[config.mk]
export PLATFORM = sky130hd
export DESIGN_NAME = preg_freelist
export DESIGN_NICKNAME = d
export VERILOG_FILES = /design/src/rtl/preg_freelist_pkg.sv /design/src/rtl/freelist_ptr.sv /design/src/rtl/preg_freelist.sv
export SDC_FILE = /design/constraint.sdc
export NUM_CORES = 1
export LEC_CHECK = 0
export ABC_CLOCK_PERIOD_IN_PS = 9300
export BUFFER_PORTS_ARGS = -buffer_cell sky130_fd_sc_hd__buf_2
export CAP_MARGIN = 20
export CORE_MARGIN = 5
export CORE_UTILIZATION = 30
export DETAILED_ROUTE_END_ITERATION = 8
export PLACE_DENSITY = 0.43
export SLEW_MARGIN = 25
export SYNTH_ARGS = -nofsm -noshare
export SYNTH_HDL_FRONTEND = slang
export SYNTH_SLANG_ARGS = --single-unit
[constraint.sdc]
create_clock -name clock -period 9.3 [get_ports clock]
set_clock_uncertainty 0.1 [all_clocks]
set_input_delay 1.86 -clock clock [delete_from_list [all_inputs] [get_ports clock]]
set_output_delay 1.86 -clock clock [all_outputs]
set_load 0.03 [all_outputs]
[src/rtl/preg_freelist_pkg.sv]
// preg_freelist_pkg: shared sizes and pointer type for the physical-register free list
package preg_freelist_pkg;
  localparam int PREG_NUM = 64;
  localparam int LREG_NUM = 32;
  localparam int FREE_DEPTH = PREG_NUM - LREG_NUM;
  localparam int PREG_W = $clog2(PREG_NUM);
  localparam int IDX_W = $clog2(FREE_DEPTH);
  localparam int PTR_W = IDX_W + 1;
  typedef logic [PREG_W-1:0] preg_t;
  typedef logic [PTR_W-1:0] freelist_ptr_t;
  localparam freelist_ptr_t TAIL_RST = freelist_ptr_t'(FREE_DEPTH);
endpackage

[src/rtl/freelist_ptr.sv]
// freelist_ptr: wrap-bit queue pointer advancing by 0..2, with a parallel load for rollback
module freelist_ptr
  import preg_freelist_pkg::*;
#(
  parameter freelist_ptr_t RST_VAL = '0
) (
  input  logic          clk,
  input  logic          rst,
  input  logic [1:0]    inc,
  input  logic          load,
  input  freelist_ptr_t load_val,
  output freelist_ptr_t q
);
  always_ff @(posedge clk)
    q <= rst ? RST_VAL : load ? load_val : q + PTR_W'(inc);
endmodule

[src/rtl/preg_freelist.sv]
// preg_freelist: rename-stage free list granting two prds per cycle, reclaiming on commit, rolling back on flush
module preg_freelist
  import preg_freelist_pkg::*;
(
  input  logic              clock,
  input  logic              reset,
  input  logic              instr0_freelist_req,
  output logic [PREG_W-1:0] instr0_freelist_resp,
  input  logic              instr1_freelist_req,
  output logic [PREG_W-1:0] instr1_freelist_resp,
  output logic              freelist_stall,
  input  logic              commit0_valid,
  input  logic              commit0_need_to_wb,
  input  logic [PREG_W-1:0] commit0_old_prd,
  input  logic              commit1_valid,
  input  logic              commit1_need_to_wb,
  input  logic [PREG_W-1:0] commit1_old_prd,
  input  logic              redirect_flush,
  output logic [PREG_W-1:0] free_count
);
  preg_t entries [FREE_DEPTH];
  freelist_ptr_t spec_head, arch_head, tail, arch_next;
  logic [IDX_W-1:0] sh_idx, t_idx;
  logic [1:0] n, alloc_n, rel_n;
  logic rel0, rel1;
  always_comb begin
    rel0 = commit0_valid & commit0_need_to_wb;
    rel1 = commit1_valid & commit1_need_to_wb;
    rel_n = {1'b0, rel0} + {1'b0, rel1};
    n = {1'b0, instr0_freelist_req} + {1'b0, instr1_freelist_req};
    free_count = PREG_W'(tail - spec_head);
    freelist_stall = (free_count < PREG_W'(n)) & ~redirect_flush;
    alloc_n = (freelist_stall | redirect_flush) ? 2'd0 : n;
    arch_next = arch_head + PTR_W'(rel_n);
    sh_idx = spec_head[IDX_W-1:0];
    t_idx = tail[IDX_W-1:0];
    instr0_freelist_resp = entries[sh_idx];
    instr1_freelist_resp = entries[instr0_freelist_req ? sh_idx + IDX_W'(1) : sh_idx];
  end
  always_ff @(posedge clock) begin
    if (reset) begin
      for (int i = 0; i < FREE_DEPTH; i++) entries[i] <= PREG_W'(LREG_NUM + i);
    end else begin
      if (rel0) entries[t_idx] <= commit0_old_prd;
      if (rel1) entries[t_idx + IDX_W'(rel0)] <= commit1_old_prd;
    end
  end
  // Flush rewinds to the committed point, counting commits retiring in the same cycle.
  freelist_ptr #(.RST_VAL('0)) u_spec_head (
    .clk(clock), .rst(reset), .inc(alloc_n), .load(redirect_flush), .load_val(arch_next), .q(spec_head)
  );
  freelist_ptr #(.RST_VAL('0)) u_arch_head (
    .clk(clock), .rst(reset), .inc(rel_n), .load(1'b0), .load_val('0), .q(arch_head)
  );
  freelist_ptr #(.RST_VAL(TAIL_RST)) u_tail (
    .clk(clock), .rst(reset), .inc(rel_n), .load(1'b0), .load_val('0), .q(tail)
  );
  always_ff @(posedge clock) begin
    if (!reset) begin
      assert (!(rel0 && commit0_old_prd == '0));
      assert (!(rel1 && commit1_old_prd == '0));
      assert (free_count <= PREG_W'(FREE_DEPTH));
      assert (PTR_W'(spec_head - arch_head) <= PTR_W'(tail - arch_head));
    end
  end
endmodule

-- Yosys cells after proc, flatten, opt, wreduce, memory -nomap -nowiden
Memory sizes are Yosys's and may differ from the RTL's. A register that Yosys moved wholly into a read port is not among the register bits.
Index checks and enable logic that the tools add are counted.
- reduce and logical (&&, ||, !) cells: 2
- $lt $le $gt $ge: 1
- $add $sub $neg: 8
- bitwise operators: 5
- multiplexer cells: 18
- operators by type and width (cell ; number):
    2-to-1 mux 5 bit ; 4
    adder 6 x 2 -> 6 bit ; 3
    2-to-1 mux 6 bit ; 3
    OR reduction 6 bit ; 2
    2-to-1 mux 1 bit ; 10
    < comparator 6 x 2 -> 1 bit ; 1
    subtractor 6 bit ; 1
    adder 5 x 1 -> 5 bit ; 1
    adder 5 x 1 -> 5 bit, second input constant ; 1
    adder 1 x 1 -> 2 bit ; 2
    AND 1 bit ; 3
    2-to-1 mux 2 bit ; 1
    inverter 1 bit ; 1
    bitwise OR 1 bit ; 1
- RAM bits: 192
- memories: 1
- register bits: 18
- word-level logic and storage cells: 38
- bits of input ports: 21
- memories (name ; words ; width ; read ports ; clocked after memory_dff ; wr ports ; RTL line ; text):
    entries ; 32 ; 6 ; 2 ; 1 ; 32 ; preg_freelist.sv:21 ; preg_t entries [FREE_DEPTH];

-- Longest topological paths before layout
- word-level depth: 8
- depth in mapped cells: 16
- mapped depth without buffers: 16

-- By module
Synthesis repeated with hierarchy kept, for this count alone.
- cell total of the unflattened synthesis: 1532
- area total of the unflattened synthesis: 16125.5 µm²
- modules (own cells, without submodules) (module ; seq. area each (µm²) ; area each (µm²) ; times used ; cells each):
    preg_freelist ; 5765.5 ; 15039.4 ; 1 ; 1415
    freelist_ptr at u_arch_head ... ; 120.1 ; 351.6 ; 2 ; 39
    freelist_ptr at u_tail ; 120.1 ; 382.9 ; 1 ; 39

-- Worst setup path after synthesis
Ideal clock, no wire load.
- path type: in2out
- start: input instr0_freelist_req
- end: output instr1_freelist_resp[3]
- setup slack: 3.954 ns
- arrival time: 3.386 ns
- required time: 7.340 ns
- stages on the path: 8
- cell sequence: buf_2 > nand2b_1 > buf_2 > clkbuf_1 > o22ai_1 > o31ai_1 > o32ai_1 > a221o_1
- word-level cells in the longest chain between the ends: 2
- RTL lines (element ; RTL line ; text):
    start, declared ; preg_freelist.sv:7 ; input logic instr0_freelist_req,
    2-to-1 mux 5 bit ; preg_freelist.sv:38 ; instr1_freelist_resp = entries[instr0_freelist_req ? sh_idx + IDX_W'(1) : sh_idx];
    memory read (32 x 6 bit) ; -- ;
    end, declared ; preg_freelist.sv:10 ; output logic [PREG_W-1:0] instr1_freelist_resp,
Every way passes these cells.

==> out/qor.yml <==
worst_setup_path:
  cp-start-kind: "flop"
  worst-path-max-fanout: 56
  crit_chain: "buf_4 -> buf_4 -> mux2i_1 -> mux4_2 -> mux4_2 -> inv_1 -> buf_2"
  crit_path_end_kind: "primary output"
  critPathSlowestCell: "buf_4"
  cp-startpoint: "u_spec_head.q[0]"
  cp.required_ps: 7340
  worstPathArrival_ps: 4450
  reg2reg_from: "u_spec_head.q[1]"
  slowest_delay_ps: 800
  crit_type: "flop to primary output"
routing:
  drtIter0Drc: 1571
  dr.pass1.iters: 9
  drt_wl_total_um: 61400
  ant_nets: 0
  drc_errors: 0
  viasPerCell: 6.03
  wl_per_cell_um: 29.4
  via_count: 12600
final_layout:
  layout_commonest_cell: "edfxtp_1"
  layout_common_cells: "edfxtp_1, mux2i_1, nor2_1"
  finalInstanceArea_sq_um: 15800
  nFillCells: 4839
  multi_input_area_sq_um: 7550
  regArea_sq_um: 6130
  drive_gt1_frac: 0.104
  area_growth_pct: 10.2
  layout.nets: 1495
timing:
  min_period_over_period: 0.689
  setup_ws_ps: 2890
  max_slew_margin: 0.291
  fin_crit_ps: 6410
  final.setup.tns_ps: 0
  rsz0062_at_grt: "false"
  drv_slew: 0
  final_hold_viol_count: 0
  worst_slew_pin_slew_ps: 1060
  clock.fmax_mhz: 156
  setup_viol: 0
die:
  ios: 40
  die_y_um: 229
  start_util: 0.302
  coreArea_sq_um: 47500
  row_count: 80
  dieWidth_um: 229
  die-area_sq_um: 52400
yosys:
  ys.flop_type: "edfxtp_1"
  synth_nets: 1540
  ys_seq_elements: 210
  synthCells: 1498
  synth_top_area_frac: 0.401
  yosysUniqueCellTypes: 56
  ys_warn_count: 0
  syn-cell-area_sq_um: 14400
  async_flop_share: 0
  avgSynthCellArea_sq_um: 9.59
  netlist_top_cells_area: "edfxtp_1, mux2i_1, nor2_1, mux4_2, o22ai_1"
  yosysTopAreaCell: "edfxtp_1"
  synth-edff-count: 192
  ys_seq_area_frac: 0.426
power:
  power_density_nw_per_um2: 175
  switchingPower_w: 0.000893
  power_w: 0.00277
  p_clk_frac: 0.375
  combPwrFrac: 0.233
  cellInternalPower_w: 0.00187
  swShare: 0.323
  p_leak_nw: 4.97
  ir_drop_mv: 0.112
  seqPwrFrac: 0.392
run_status:
  status: "finished clean"
global_route:
  grt_max_degree: 58
  grt_pass1_vias: 11400
  overflow: 0
  grt_usage: 0.224
  grt_pass1_wl_um: 86600
  antenna_found_initial: 1
place:
  numPortBuffers: 39
  dp_slack_ps: 3000
  post_dp_cell_area_sq_um: 15000
  gp_congestion: 0.958
  dp.final_hpwl_um: 42700
clock_network:
  cts_tree: "yes"
  clock_latency_ps: 540
  cts_resized: 0
  cts_root_buf: "clkbuf_16"
  post-cts-setup-buffer-count: 0
  postCtsHoldBufs: 0
  h-tree-depth: 1
  clkTransAtPathRegs_ps: 60
  cts_buffers: 26
  cts_sinks: 210
  clock_path_buffers: 3
hold_path:
  hp-start: "u_arch_head.q[4]"
  hold_path_class: "flop to flop"
flow_run:
  cap_violations: 0
-- routing by layer --
layer	global-route usage	wire, um	share of wire	vias to the layer above
met1	0.332	27800	0.45	6287
li1	-	-	-	5576
met4	0.0519	1570	0.026	0
met2	0.353	27500	0.45	634
met3	0.0243	4530	0.074	88
met5	0	0	0	-
-- registers in the layout, indices dropped and copies added (netlist names) --
register       count
u_spec_head.q      6
entries          192
u_tail.q           6
u_arch_head.q      6
-- cell families (layout without fill, tap and decap cells) --
kind of cell               count (synthesis)  count (layout)  share of synthesized area
other                                      0               1                          0
buffers and inverters                    173             146                     0.0528
AOI/OAI and AO/OA                        347             347                      0.151
muxes                                    218             218                      0.176
and+or+nand+nor                          512             512                      0.164
xor gates and xnor gates                  17              17                     0.0104
DFF                                      210             210                      0.426
adders and majority gates                 21              21                     0.0204
-- worst paths after layout --
path                             endpoint  slack (ps)  cells past startpoint
setup / recovery  instr0_freelist_resp[5]        2890                      7
hold / removal           u_arch_head.q[4]         430                      2
setup reg to reg         u_spec_head.q[5]        4520                     14
hold reg to reg          u_arch_head.q[4]         430                      2
-- worst max-delay path, delay by kind of cell (launching register included) --
family,cells,cell delay (ps)
buffers and inverters,4,1660
DFF,1,770
muxes,3,1350
-- synthesized netlist by cell type, types with 4 or more instances --
master,instances
a21o_1,6
nand2b_1,4
or3b_2,4
nor4_1,12
nand4_1,6
o21ai_0,55
a221o_1,6
nor2_1,170
mux2i_1,188
o22a_1,4
nand3_1,46
ha_1,17
clkbuf_1,80
or3_1,24
nor3_1,80
edfxtp_1,192
o22ai_1,84
dfxtp_1,18
buf_4,12
nand3b_1,11
inv_2,4
fa_1,4
a211oi_1,7
and2_1,6
nand2_1,123
nor2b_1,14
inv_1,30
a21oi_1,71
mux4_2,27
xor2_1,7
buf_1,9
o31ai_1,36
and3_1,5
buf_2,33
a31oi_1,53
xnor2_1,10
o32ai_1,6
-- power by group through the flow --
| stage | combinational (W) | sequential [W] | clock [W] |
|---|---|---|---|
| floorplan | 0.000460 | 0.00108 | 0 |
| global placement | 0.000634 | 0.00110 | 0 |
| detailed placement | 0.000633 | 0.00110 | 0 |
| CTS | 0.000635 | 0.00108 | 0.00105 |
| global route | 0.000676 | 0.00109 | 0.00109 |
| finish | 0.000645 | 0.00108 | 0.00104 |
-- cell type report --
type / instances / share of cell area
diodes: 1 / 0.000158
clock buffers: 39 / 0.0515
clock inverters: 7 / 0.00285
inverters: 36 / 0.00862
multi-input cells: 1115 / 0.477
flip-flops and latches: 210 / 0.387
well taps: 615 / 0.0486
repair buffers: 64 / 0.0242
-- per-stage QoR --
stage	cells	utilization	hold slack, ps
3_5_place_dp	2040	0.315	427
2_1_floorplan	1498	-	378
3_3_place_gp	2040	0.315	418
5_1_grt	2086	0.333	479
6_report	2087	0.333	430
4_1_cts	2086	0.333	435
(Power assumes the default switching activity.)
